### config.mk
export PLATFORM = sky130hd
export DESIGN_NAME = encode_scan_ctrl
export DESIGN_NICKNAME = d
export VERILOG_FILES = /design/src/rtl/encode_scan_ctrl.sv
export SDC_FILE = /design/constraint.sdc
export NUM_CORES = 1
export LEC_CHECK = 0
export BUFFER_PORTS_ARGS = -buffer_cell sky130_fd_sc_hd__buf_2
export CAP_MARGIN = 10
export CORE_MARGIN = 5
export CORE_UTILIZATION = 40
export CTS_CLUSTER_SIZE = 30
export DETAILED_ROUTE_END_ITERATION = 12
export SYNTH_ARGS = -nofsm -noshare
export SYNTH_HDL_FRONTEND = slang
export SYNTH_SLANG_ARGS = --single-unit
### constraint.sdc
create_clock -name clk_i -period 9.15 [get_ports clk_i]
set_input_delay 1.83 -clock clk_i [delete_from_list [all_inputs] [get_ports clk_i]]
set_output_delay 1.83 -clock clk_i [all_outputs]
set_load 0.01 [all_outputs]
### src/rtl/encode_scan_ctrl.sv
// encode_scan_ctrl
// Scan sequencer and stream packer placed between encode_process and the
// encode TX FIFO. A scan arms on scan_start_i, waits for a W zero crossing
// on the masked W bits, then decimates the precise encode strobe by the
// latched alignment count. Each emitted sample is packed as {W, X} into a
// 64-bit stream word. On scan_stop_i a trailer word
// {16'hEEEE, drop_cnt, pack_cnt} with tlast=1 is appended.
//
// Ports
//   clk_i, rst_i          clock, synchronous active-high reset
//   scan_start_i/stop_i   one-cycle scan control pulses
//   align_set_i           strobes per emitted sample (0 behaves as 1)
//   precise_encode_*      strobe plus W (unsigned) and X (signed) values
//   tx_t*                 64-bit AXI-stream master, tkeep constant 8'hFF
//   pack_cnt_o/drop_cnt_o words pushed / samples dropped in current or last scan
//   state_o, busy_o       FSM state (IDLE=0 ARM=1 RUN=2 FLUSH=3 DRAIN=4)
//
// Stream handshake: a word transfers on a cycle where tx_tvalid_o and
// tx_tready_i are both high; while tx_tvalid_o is high and tx_tready_i is
// low, tx_tdata_o and tx_tlast_o hold their values.
module encode_scan_ctrl #(
  parameter int ENCODE_WID      = 32,
  parameter int ENCODE_MASK_WID = 18,
  parameter int FIFO_DEPTH      = 8
) (
  input  logic                  clk_i,
  input  logic                  rst_i,
  input  logic                  scan_start_i,
  input  logic                  scan_stop_i,
  input  logic [31:0]           align_set_i,
  input  logic                  precise_encode_en_i,
  input  logic [ENCODE_WID-1:0] precise_encode_w_i,
  input  logic [ENCODE_WID-1:0] precise_encode_x_i,
  output logic [63:0]           tx_tdata_o,
  output logic                  tx_tvalid_o,
  input  logic                  tx_tready_i,
  output logic                  tx_tlast_o,
  output logic [7:0]            tx_tkeep_o,
  output logic [31:0]           pack_cnt_o,
  output logic [15:0]           drop_cnt_o,
  output logic [2:0]            state_o,
  output logic                  busy_o
);

  localparam int AW = $clog2(FIFO_DEPTH);

  typedef enum logic [2:0] {
    S_IDLE  = 3'd0,
    S_ARM   = 3'd1,
    S_RUN   = 3'd2,
    S_FLUSH = 3'd3,
    S_DRAIN = 3'd4
  } state_t;

  state_t                     r_state;
  logic [31:0]                r_align;
  logic [31:0]                r_dcnt;
  logic [31:0]                r_pack_cnt;
  logic [15:0]                r_drop_cnt;
  logic [ENCODE_MASK_WID-1:0] r_w_prev;
  logic                       r_w_prev_valid;

  // FIFO storage: bit 64 is tlast, bits 63:0 are tdata.
  logic [64:0]                r_mem [FIFO_DEPTH];
  logic [AW-1:0]              r_wr_ptr;
  logic [AW-1:0]              r_rd_ptr;
  logic [AW:0]                r_count;

  logic [ENCODE_MASK_WID-1:0] w_w_masked;
  logic                       w_full;
  logic                       w_pop;
  logic                       w_cross;
  logic                       w_emit_run;
  logic                       w_push_req;
  logic                       w_push_data;
  logic                       w_push_ok;
  logic [64:0]                w_push_word;

  assign w_w_masked = precise_encode_w_i[ENCODE_MASK_WID-1:0];
  // Full is judged on occupancy before any pop in the same cycle.
  assign w_full     = (r_count == (AW+1)'(FIFO_DEPTH));
  assign w_pop      = (r_count != '0) && tx_tready_i;

  // A stop in ARM takes priority over a crossing in the same cycle.
  assign w_cross    = (r_state == S_ARM) && precise_encode_en_i && !scan_stop_i &&
                      r_w_prev_valid && (w_w_masked < r_w_prev);
  assign w_emit_run = (r_state == S_RUN) && precise_encode_en_i && (r_dcnt == 32'd0);

  always_comb begin
    w_push_req  = 1'b0;
    w_push_word = '0;
    if (w_cross || w_emit_run) begin
      w_push_req  = 1'b1;
      w_push_word = {1'b0, precise_encode_w_i[31:0], precise_encode_x_i[31:0]};
    end else if (r_state == S_FLUSH) begin
      w_push_req  = 1'b1;
      w_push_word = {1'b1, 16'hEEEE, r_drop_cnt, r_pack_cnt};
    end
  end

  assign w_push_data = w_push_req && (r_state != S_FLUSH);
  assign w_push_ok   = w_push_req && !w_full;

  // First-word-fall-through buffer; the head entry drives the stream.
  always_ff @(posedge clk_i) begin
    if (rst_i) begin
      r_wr_ptr <= '0;
      r_rd_ptr <= '0;
      r_count  <= '0;
      for (int i = 0; i < FIFO_DEPTH; i++) r_mem[i] <= '0;
    end else begin
      if (w_push_ok) begin
        r_mem[r_wr_ptr] <= w_push_word;
        r_wr_ptr        <= r_wr_ptr + AW'(1);
      end
      if (w_pop) r_rd_ptr <= r_rd_ptr + AW'(1);
      r_count <= r_count + (AW+1)'(w_push_ok) - (AW+1)'(w_pop);
    end
  end

  always_ff @(posedge clk_i) begin
    if (rst_i) begin
      r_state        <= S_IDLE;
      r_align        <= 32'd1;
      r_dcnt         <= 32'd0;
      r_pack_cnt     <= 32'd0;
      r_drop_cnt     <= 16'd0;
      r_w_prev       <= '0;
      r_w_prev_valid <= 1'b0;
    end else begin
      case (r_state)
        S_IDLE: begin
          if (scan_start_i) begin
            r_align        <= (align_set_i == 32'd0) ? 32'd1 : align_set_i;
            r_dcnt         <= 32'd0;
            r_pack_cnt     <= 32'd0;
            r_drop_cnt     <= 16'd0;
            r_w_prev_valid <= 1'b0;
            r_state        <= S_ARM;
          end
        end
        S_ARM: begin
          if (scan_stop_i) begin
            r_state <= S_IDLE;
          end else if (precise_encode_en_i) begin
            r_w_prev       <= w_w_masked;
            r_w_prev_valid <= 1'b1;
            if (w_cross) begin
              r_dcnt  <= r_align - 32'd1;
              r_state <= S_RUN;
            end
          end
        end
        S_RUN: begin
          if (precise_encode_en_i) begin
            if (r_dcnt == 32'd0) r_dcnt <= r_align - 32'd1;
            else                 r_dcnt <= r_dcnt - 32'd1;
          end
          if (scan_stop_i) r_state <= S_FLUSH;
        end
        S_FLUSH: begin
          if (!w_full) r_state <= S_DRAIN;
        end
        S_DRAIN: begin
          if (r_count == '0) r_state <= S_IDLE;
        end
        default: r_state <= S_IDLE;
      endcase

      // Data pushes only occur in ARM/RUN, so this never collides with the
      // counter clear on start.
      if (w_push_data) begin
        if (w_push_ok)                    r_pack_cnt <= r_pack_cnt + 32'd1;
        else if (r_drop_cnt != 16'hFFFF)  r_drop_cnt <= r_drop_cnt + 16'd1;
      end
    end
  end

  assign tx_tdata_o  = r_mem[r_rd_ptr][63:0];
  assign tx_tlast_o  = r_mem[r_rd_ptr][64];
  assign tx_tvalid_o = (r_count != '0);
  assign tx_tkeep_o  = 8'hFF;
  assign pack_cnt_o  = r_pack_cnt;
  assign drop_cnt_o  = r_drop_cnt;
  assign state_o     = r_state;
  assign busy_o      = (r_state != S_IDLE);

endmodule
==> impl_metrics.toml, run 1 <==
[status]
status = "finished clean"

[synthesis]
synth_edf_count = 520
ys_seq_area_share_pct = 60.7
ys_warn_count = 0
synth_area_per_cell_um2 = 12.1
ys_ff_latch = 667
syn-cell-area_mm2 = 0.0306
synthCells = 2533
yosys_most_used_dff = "edfxtp_1"
yosysUniqueCellTypes = 72
synthArstFlopShare_pct = 0

[power]
p_leak_nw = 11.8
p_per_area_mw_per_mm2 = 225
peakVddDrop_mv = 0.132

[global_route]
globalRoute.totalOverflow = 0
grt_pass1_wl_um = 136000
track_usage_pct = 21.7
antenna_found_initial = 5
grt_start_max_net_pins = 76
first_global_vias = 21900

[detailed_routing]
drcViolationCount = 0
ant_nets = 0
wl_met3_um = 7440
wl_met1_um = 36700
wire_per_inst_um = 24.5
vias = 21900
via_per_inst = 5.88
drtIter0Drc = 2361
top_layer = "met5"
wl_um = 91200
drtPass1Iterations = 6
wl_met2_um = 44100

[finish]
design_area_mm2 = 0.0351
post-route-util_pct = 46.2
nets = 2824
syn2layout_area_growth_pct = 14.7
drive_above_1_share_pct = 21.5

[critical_path]
slowest_stage = "buf_4"
cpPeakStageDelay_ps = 840
critPathLaunchType = "flop"
crit_path_frequent_cell = "buf_4"
endpoint_kind = "output pin"
timing.critical_path.cells = "buf_4 -> buf_4 -> mux4_2 -> mux2_2 -> buf_2"
arrival_ps = 3830
crit_type = "flop to output pin"
cp_top_family = "buffers and inverters"
crit_path_max_fanout = 56
required_ps = 7320
worst-path-buf-inv = 3

[clock_network]
cts-buffers-inserted = 75
post-cts-setup-buffers = 0
clkTransAtPathRegs_ps = 60
clk_latency_ps = 610
holdBufCountCts = 0
cts-root-buf = "clkbuf_16"
cts.sinks = 667
cts_max_path_buffers = 3
post_cts_resized = 0
tritoncts = "yes"
cts_max_level = 3

[placed_design]
io_buffers = 219
dp_hpwl_um = 53500
gp_congestion = 0.838
dpl_cell_area_mm2 = 0.0326

[sta]
layout_min_cycle_time_ps = 5660
slew_headroom_pct = 22.2
maxSlewViolCount = 0
min_period_over_period_pct = 61.8
finalHoldViolations = 0
tightest_slew_ps = 1170
finalSetupViolations = 0
fin_worst_skew_ps = 29.2
fin_tns_setup_ps = 0
rsz0062_at_grt = "false"
max_freq_ghz = 0.177

[floorplan]
fp.dieH_um = 286
pin_count = 228
die_area_mm2 = 0.0821
start_util_pct = 40.3
core_area_mm2 = 0.0758
rows = 101
die_w_um = 286

[min_path]
worstHoldPathType = "flop to flop"

[run]
max_cap_violations = 0
## layout by cell type, fill, tap and decap left out, drive strengths merged, types with 9 or more instances in the layout
master	count
mux2	71
o22ai	9
a22oi	52
inv	43
nor2b	11
a41oi	9
nand2b	15
nand3	39
nand4	17
or4	12
buf	252
clkinv	20
and3	22
nor4	29
nor3	42
xnor2	21
or3	12
o211ai	9
mux4	130
a32o	11
ha	29
o32ai	13
a21oi	118
edfxtp	520
o21ai	53
a31oi	36
nand2	198
dfxtp	147
clkbuf	109
xor2	17
nor2	601
## cell usage after synthesis (39+ instances only)
master    count  area, um2
a22oi_1      52        390
inv_1        40        150
nand2_1     198        743
edfxtp_1    520      15600
dfxtp_1     147       2940
mux2_2       71        800
mux4_2      130       2930
clkbuf_1    122        458
a21oi_1     118        591
nor3_1       41        205
nor2_1      600       2250
o21ai_0      51        255
nand3_1      39        195
## worst min-delay path, cell delays in order (launching register included)
cell and delay (ps):
dfxtp_1 300, nand2_1 50, a21oi_1 50
## sequential cells by signal, indices dropped and copies added, names as in the netlist, named ones only
register and count:
drop_cnt_o 16, pack_cnt_o 32, r_align 32, r_count 4, r_dcnt 32, r_mem 520, r_rd_ptr 3, r_w_prev 18
r_w_prev_valid 1, r_wr_ptr 3, state_o 3
## worst paths after layout
check,start,end,slack (ps),cells past startpoint
max reg2reg,r_dcnt[0],r_mem[6][8],4250,10
min,r_w_prev[2],r_w_prev[2],450,2
max,flop,tx_tdata_o[3],3490,5
min reg2reg,r_w_prev[2],r_w_prev[2],450,2
## metal layers
metal,vias to the layer above,global-route usage (%)
li1,9676,-
met1,11100,28.6
met2,1023,36.1
met3,158,4.15
met4,6,7.72
met5,-,0
## per-stage QoR
| stage | worst slack [ps] | instances | total power [W] | hold slack (ps) |
|---|---|---|---|---|
| finish | 3490 | 3730 | 0.00790 | 455 |
| global route | 3370 | 3729 | 0.00820 | 468 |
| CTS | 3440 | 3729 | 0.00797 | 455 |
| detailed placement | 3190 | 3593 | 0.00497 | 447 |
| global placement | 3210 | 3593 | 0.00496 | 443 |
| floorplan | 3500 | 2540 | 0.00450 | 436 |
## logic make-up (layout without fill, tap and decap cells)
| kind of cell | after synthesis | count (layout) | synth area share, % |
|---|---|---|---|
| simple gates | 1023 | 1023 | 14.3 |
| compound gates | 353 | 353 | 7.42 |
| other cells | 1 | 9 | 0.0123 |
| flops | 667 | 667 | 60.7 |
| xor+xnor | 38 | 38 | 1.09 |
| mux | 203 | 203 | 12.3 |
| fa+ha+maj | 30 | 30 | 1.25 |
| buf+inv | 218 | 429 | 2.93 |
## final cells by class
class / count / area (um2)
multi-input cells: 1655 / 11300
inverters: 41 / 154
fillers: 6824 / 40800
well taps: 978 / 1220
repair buffers: 252 / 1350
clock buffers: 109 / 2190
clock inverters: 27 / 275
flip-flops and latches: 667 / 18600
diodes: 1 / 2.50
## power by group
part	leakage, nW	internal (W)	total, W	switching [W]
Combinational	4.01	0.000660	0.00141	0.000754
Clock	1.20	0.00178	0.00300	0.00122
Sequential	6.56	0.00337	0.00348	0.000109
Total	11.8	0.00581	0.00790	0.00208
(Power assumes the default switching activity.)
==> run 2, diff against run 1 <==
--- a/config.mk
+++ b/config.mk
@@ -5,6 +5,7 @@
 export SDC_FILE = /design/constraint.sdc
 export NUM_CORES = 1
 export LEC_CHECK = 0
+export ABC_AREA = 1
 export BUFFER_PORTS_ARGS = -buffer_cell sky130_fd_sc_hd__buf_2
 export CAP_MARGIN = 10
 export CORE_MARGIN = 5
==> constraint.sdc (replaced) <==
create_clock -name clk_i -period 5.7 [get_ports clk_i]
set_input_delay 1.14 -clock clk_i [delete_from_list [all_inputs] [get_ports clk_i]]
set_output_delay 1.14 -clock clk_i [all_outputs]
set_load 0.01 [all_outputs]
==> run 2 against run 1 <==
  * Synthesized area increased by 5.6%
  * Clock skew decreased by 2.2 ps
  * Power increased by 91%
  * Sequential power increased by 68%
  * Register-to-register slack got worse by 2400 ps
  * Sequential cell count unchanged
  * Global-route usage increased by 0.92 points
  * Wire length increased by 11%
  * Non-clock buffer count increased by 18
  * Hold slack improved by 6.3 ps
  * Synthesized cell count increased by 44%
  * Combinational power increased to 3.2 times the previous value
  * Critical endpoint is now tx_tdata_o[60]
  * Largest power group unchanged
  * Highest routed layer unchanged
==> impl_metrics.toml, run 2 <==
[clock_network]
clk_latency_ps = 620
cts_max_path_buffers = 3
post-cts-setup-buffers = 0
clkTransAtPathRegs_ps = 60
tritoncts = "yes"
cts-root-buf = "clkbuf_16"
post_cts_resized = 0
cts_max_level = 3
cts.sinks = 667
cts-buffers-inserted = 74
holdBufCountCts = 0

[critical_path]
crit_path_max_fanout = 73
endpoint_kind = "output pin"
crit_type = "flop to output pin"
reg2reg_depth = 11
reg2reg_from = "state_o[0]"
required_ps = 4560
rrSetupSlack_ps = 1870
arrival_ps = 3180
worst_r2r_endpoint = "r_mem[2][12]"
critPathLaunchType = "flop"

[synthesis]
synth-compound-area-share_pct = 12.1
ys_ff_latch = 667
ys_warn_count = 0
synth.area.mux_share_pct = 0
synth_top_area_cell = "edfxtp_1"
yosysUniqueCellTypes = 43
synth_top_area_share_pct = 48.3
synthAdderAreaFrac_pct = 1.19
synth_edf_count = 520
synthArstFlopShare_pct = 0
synthCells = 3659
yosys_most_used_dff = "edfxtp_1"
yosys-top-cells-count = "1239 x nor2_1, 520 x edfxtp_1, 398 x o21ai_0"
synth_area_per_cell_um2 = 8.83
ys_top_cells_by_area = "edfxtp_1 48%, nor2_1 14%, dfxtp_1 9.1%"
synth_top_family_by_area = "simple AND/OR/NAND/NOR gates"
ys_seq_area_share_pct = 57.5
syn-cell-area_mm2 = 0.0323
synth_xor_area_share_pct = 2.06
synthSimpleGateAreaFrac_pct = 22.0
yosysMostFrequentCell = "nor2_1"

[detailed_routing]
vias = 26500
drtIter0Drc = 2364
ant_nets = 0
wl_um = 101000
wire_per_inst_um = 20.7
drtPass1Iterations = 5
drcViolationCount = 0
via_per_inst = 5.41

[finish]
drive_above_1_share_pct = 11.0
nets = 3910
nFillCells = 7721
final_cell_mix = "1239 x nor2_1, 520 x edfxtp_1, 398 x o21ai_0"
regMostFlops = "r_mem"
final_common_cell = "nor2_1"
design_area_mm2 = 0.0366
syn2layout_area_growth_pct = 13.4
largest_register_ffs = 520
post-route-util_pct = 45.6

[sta]
rsz0062_at_grt = "false"
slew_headroom_pct = 24.4
fin_hold_ws_ps = 461
worst_slack_ps = 1380
finalHoldViolations = 0
fin_tns_setup_ps = 0
min_period_over_period_pct = 75.8
max_freq_ghz = 0.231
fin_worst_skew_ps = 27.0
layout_min_cycle_time_ps = 4320
maxSlewViolCount = 0
finalSetupViolations = 0
tightest_slew_ps = 1130

[power]
peakVddDrop_mv = 0.311
p_leak_nw = 13.4
p_per_area_mw_per_mm2 = 411

[min_path]
worstHoldPathType = "flop to flop"
whs_endpoint = "r_w_prev[0]"
min_from = "r_w_prev[0]"
holdPathStages = 2

[floorplan]
fp.dieH_um = 294
rows = 104
start_util_pct = 40.2
pin_count = 228
die_area_mm2 = 0.0865
die_w_um = 294
core_area_mm2 = 0.0803

[global_route]
first_global_vias = 25200
track_usage_pct = 22.6
grt_start_max_net_pins = 87
grt_pass1_wl_um = 152000
antenna_found_initial = 8
globalRoute.totalOverflow = 0

[placed_design]
dpl_cell_area_mm2 = 0.0343
gp_congestion = 0.881
dp_hpwl_um = 59700
place_ws_ps = 1140
io_buffers = 219

[status]
status = "finished clean"

[run]
max_cap_violations = 0
run 2: changes by cell type in the layout (fill, tap and decap cells not counted), sizes merged, moves of 17 or more:
| cell | delta |
|---|---|
| and3 | -22 |
| inv | +103 |
| o21ai | +345 |
| a31oi | +30 |
| nand4 | +17 |
| nor2 | +646 |
| mux2 | -71 |
| xor2 | +33 |
| o22ai | +58 |
| buf | +18 |
| nand3 | +71 |
| mux4 | -130 |
| nand2 | +133 |
| nor4 | -23 |
run 2: worst max path at each step:
stage / start / end / slack (ps) / depth (start not counted)
final: flop / tx_tdata_o[60] / 1380 / 6
after global placement: precise_encode_w_i[17] / r_mem[6][45] / 1190 / 11
after detailed placement: precise_encode_w_i[17] / r_mem[6][45] / 1140 / 11
after floorplan: precise_encode_w_i[17] / r_mem[1][0] / 1080 / 13
after global routing: flop / tx_tdata_o[60] / 1190 / 6
after CTS: flop / tx_tdata_o[7] / 1360 / 6
run 2: cells by family after synthesis:
group | after synthesis
flip-flops | 667
buffers and inverters | 381
AND/OR/NAND/NOR | 1785
XOR/XNOR | 76
adder cells (fa/ha/maj) | 30
AO/OA/AOI/OAI | 719
other | 1
run 2: stage by stage:
step                std cells  total power [W]
global route             4894           0.0159
floorplan                3666          0.00891
detailed placement       4762           0.0105
CTS                      4893           0.0151
finish                   4895           0.0150
global placement         4762           0.0104
run 2: layout make-up:
cell class | instances | area, um2 | share of cell area, %
Timing Repair Buffer | 270 | 1570 | 4.28
Sequential cell | 667 | 18600 | 50.7
Clock buffer | 97 | 1990 | 5.43
Tap cell | 1060 | 1330 | 3.62
Clock inverter | 34 | 348 | 0.950
Antenna cell | 2 | 5.00 | 0.0137
Multi-Input combinational cell | 2618 | 12300 | 33.5
Inverter | 147 | 563 | 1.54
run 2: worst max-delay path: stages, from the launching register on:
cell and delay, ps:
dfxtp_4 630, buf_4 730, o21ai_0 220, o22ai_1 200, nor2_1 70, a31oi_1 430
buf_2 230
run 2: routing by layer:
layer  global-route usage (%)  up-vias  wire, um
met1                     30.8    12700     43000
met4                     6.93        6      2660
li1                         -    12700         -
met5                        0        -        46
met3                     3.98      160      7570
met2                     37.2      919     47900
run 2: report_power, final:
group	leakage [nW]	switching [W]	internal (W)	total, W
Clock	1.13	0.00200	0.00266	0.00466
Combinational	5.71	0.00315	0.00138	0.00453
Sequential	6.57	0.000283	0.00557	0.00585
==> run 3, diff against run 2 <==
==> constraint.sdc (replaced) <==
create_clock -name clk_i -period 4.05 [get_ports clk_i]
set_input_delay 0.81 -clock clk_i [delete_from_list [all_inputs] [get_ports clk_i]]
set_output_delay 0.81 -clock clk_i [all_outputs]
set_load 0.01 [all_outputs]
==> run 3 against run 2 <==
  * Cell count grew 1.8%
  * Clock skew down 10 ps
  * Largest power group unchanged
  * Count of clock-buffer cells in the layout is 2 higher
  * Highest routed layer is now met4
==> impl_metrics.toml, run 3 (synthesis gave the netlist of run 2 again) <==
[status]
status = "finished clean"

[critical_path]
endpoint_kind = "output pin"
slowest_stage = "inv_4"
timing.critical_path.cells = "inv_4 -> buf_4 -> o21ai_0 -> o22ai_1 -> nor2_1 -> a31oi_1 -> buf_2"
crit_type = "flop to output pin"
required_ps = 3240
reg2reg_from = "state_o[1]"
critPathLaunchType = "flop"
worst_r2r_endpoint = "r_count[2]"
endpoint = "tx_tdata_o[33]"
rrSetupSlack_ps = 750
reg2reg_depth = 14
arrival_ps = 3000
cpPeakStageDelay_ps = 530
crit_path_max_fanout = 42

[placed_design]
gp_congestion = 0.925
io_buffers = 219
dp_hpwl_um = 62100
place_ws_ps = 363

[floorplan]
die_w_um = 294
core_area_mm2 = 0.0803
rows = 104
die_area_mm2 = 0.0865
fp.dieH_um = 294
pin_count = 228
start_util_pct = 40.2

[detailed_routing]
ant_nets = 0
wire_per_inst_um = 19.9
wl_um = 99200
via_per_inst = 5.36
vias = 26700
drtIter0Drc = 2520
drtPass1Iterations = 6
drcViolationCount = 0

[clock_network]
cts.sinks = 667
tritoncts = "yes"
holdBufCountCts = 0
clk_latency_ps = 620
post-cts-setup-buffers = 0
cts_max_level = 3
post_cts_resized = 0
cts_max_path_buffers = 3
cts-buffers-inserted = 74
cts-root-buf = "clkbuf_16"
clkTransAtPathRegs_ps = 60

[power]
peakVddDrop_mv = 0.392
p_leak_nw = 13.9
seqPwrFrac_pct = 38.1
clockPowerShare_pct = 31.6
intPower_w = 0.0139
p_sw_share_pct = 35.7
combinationalPowerShare_pct = 30.3
p_sw_w = 0.00772
p_per_area_mw_per_mm2 = 574

[finish]
regMostFlops = "r_mem"
nets = 3990
drive_above_1_share_pct = 13.1
final_common_cell = "nor2_1"
final_cell_mix = "1239 x nor2_1, 520 x edfxtp_1, 398 x o21ai_0"
largest_register_ffs = 520
syn2layout_area_growth_pct = 16.4

[sta]
min_period_over_period_pct = 94.2
fin_worst_skew_ps = 16.8
worst_slack_ps = 236
fin_tns_setup_ps = 0
finalHoldViolations = 0
finalSetupViolations = 0
layout_min_cycle_time_ps = 3810
tightest_slew_ps = 904
maxSlewViolCount = 0
slew_headroom_pct = 39.6
rsz0062_at_grt = "false"
max_freq_ghz = 0.262

[global_route]
globalRoute.totalOverflow = 0
track_usage_pct = 22.2
antenna_found_initial = 3
grt_start_max_net_pins = 102
grt_pass1_wl_um = 151000
first_global_vias = 25600

[run]
max_cap_violations = 0

[min_path]
worstHoldPathType = "input port to flop"
run 3: cell types whose count changed in the layout (fill, tap and decap cells not counted), moves of 2 or more:
cell | before | now
buf_4 | 44 | 102
diode_2 | 2 | 5
buf_12 | 7 | 29
inv_16 | 2 | 4
bufinv_16 | 4 | 7
clkinv_2 | 8 | 12
clkinv_1 | 17 | 11
clkbuf_4 | 0 | 2
run 3: power groups by stage:
| stage | combinational (W) | clock, W | sequential (W) |
|---|---|---|---|
| 4_1_cts | 0.00657 | 0.00693 | 0.00822 |
| 2_1_floorplan | 0.00432 | 0 | 0.00821 |
| 3_5_place_dp | 0.00654 | 0 | 0.00836 |
| 3_3_place_gp | 0.00651 | 0 | 0.00836 |
| 5_1_grt | 0.00731 | 0.00722 | 0.00828 |
| 6_report | 0.00654 | 0.00683 | 0.00822 |
run 3: how the worst min path moves through the flow:
stage | startpoint | to | cells past startpoint
4_1_cts | align_set_i[13] | r_align[13] | 3
5_1_grt | align_set_i[14] | r_align[14] | 3
2_1_floorplan | r_w_prev[0] | r_w_prev[0] | 2
3_5_place_dp | r_w_prev[0] | r_w_prev[0] | 2
6_report | align_set_i[12] | r_align[12] | 3
3_3_place_gp | r_w_prev[0] | r_w_prev[0] | 2
run 3: layout make-up:
type,instances,area [um2]
Inverter,147,563
Sequential cell,667,18600
Antenna cell,5,12.5
Multi-Input combinational cell,2618,12300
Tap cell,1060,1330
Clock inverter,37,445
Fill cell,7706,42700
Clock buffer,99,1990
Timing Repair Buffer,350,2440
run 3: worst max-delay path: cells and delay by family, from the launching register on:
kind	cells	cell delay (ps)
buf+inv	3	1070
flops	1	520
compound gates	3	700
simple gates	1	60
run 3: stage by stage:
| stage | cell area (um2) | hold slack (ps) | utilization [%] | std cells | power [W] |
|---|---|---|---|---|---|
| finish | 37600 | 442 | 46.8 | 4983 | 0.0216 |
| floorplan | 32300 | 424 | - | 3666 | 0.0125 |
| global placement | 35100 | 436 | 43.8 | 4842 | 0.0149 |
| CTS | 37600 | 417 | 46.8 | 4978 | 0.0217 |
| detailed placement | 35100 | 444 | 43.8 | 4842 | 0.0149 |
| global route | 37600 | 442 | 46.8 | 4979 | 0.0228 |
run 3: routing by layer:
metal | track usage [%] | up-vias | wire (um)
met2 | 36.6 | 878 | 46700
met5 | 0 | - | 0
met4 | 6.23 | 0 | 2170
met3 | 3.50 | 137 | 6570
met1 | 30.7 | 12900 | 43700
li1 | - | 12900 | -
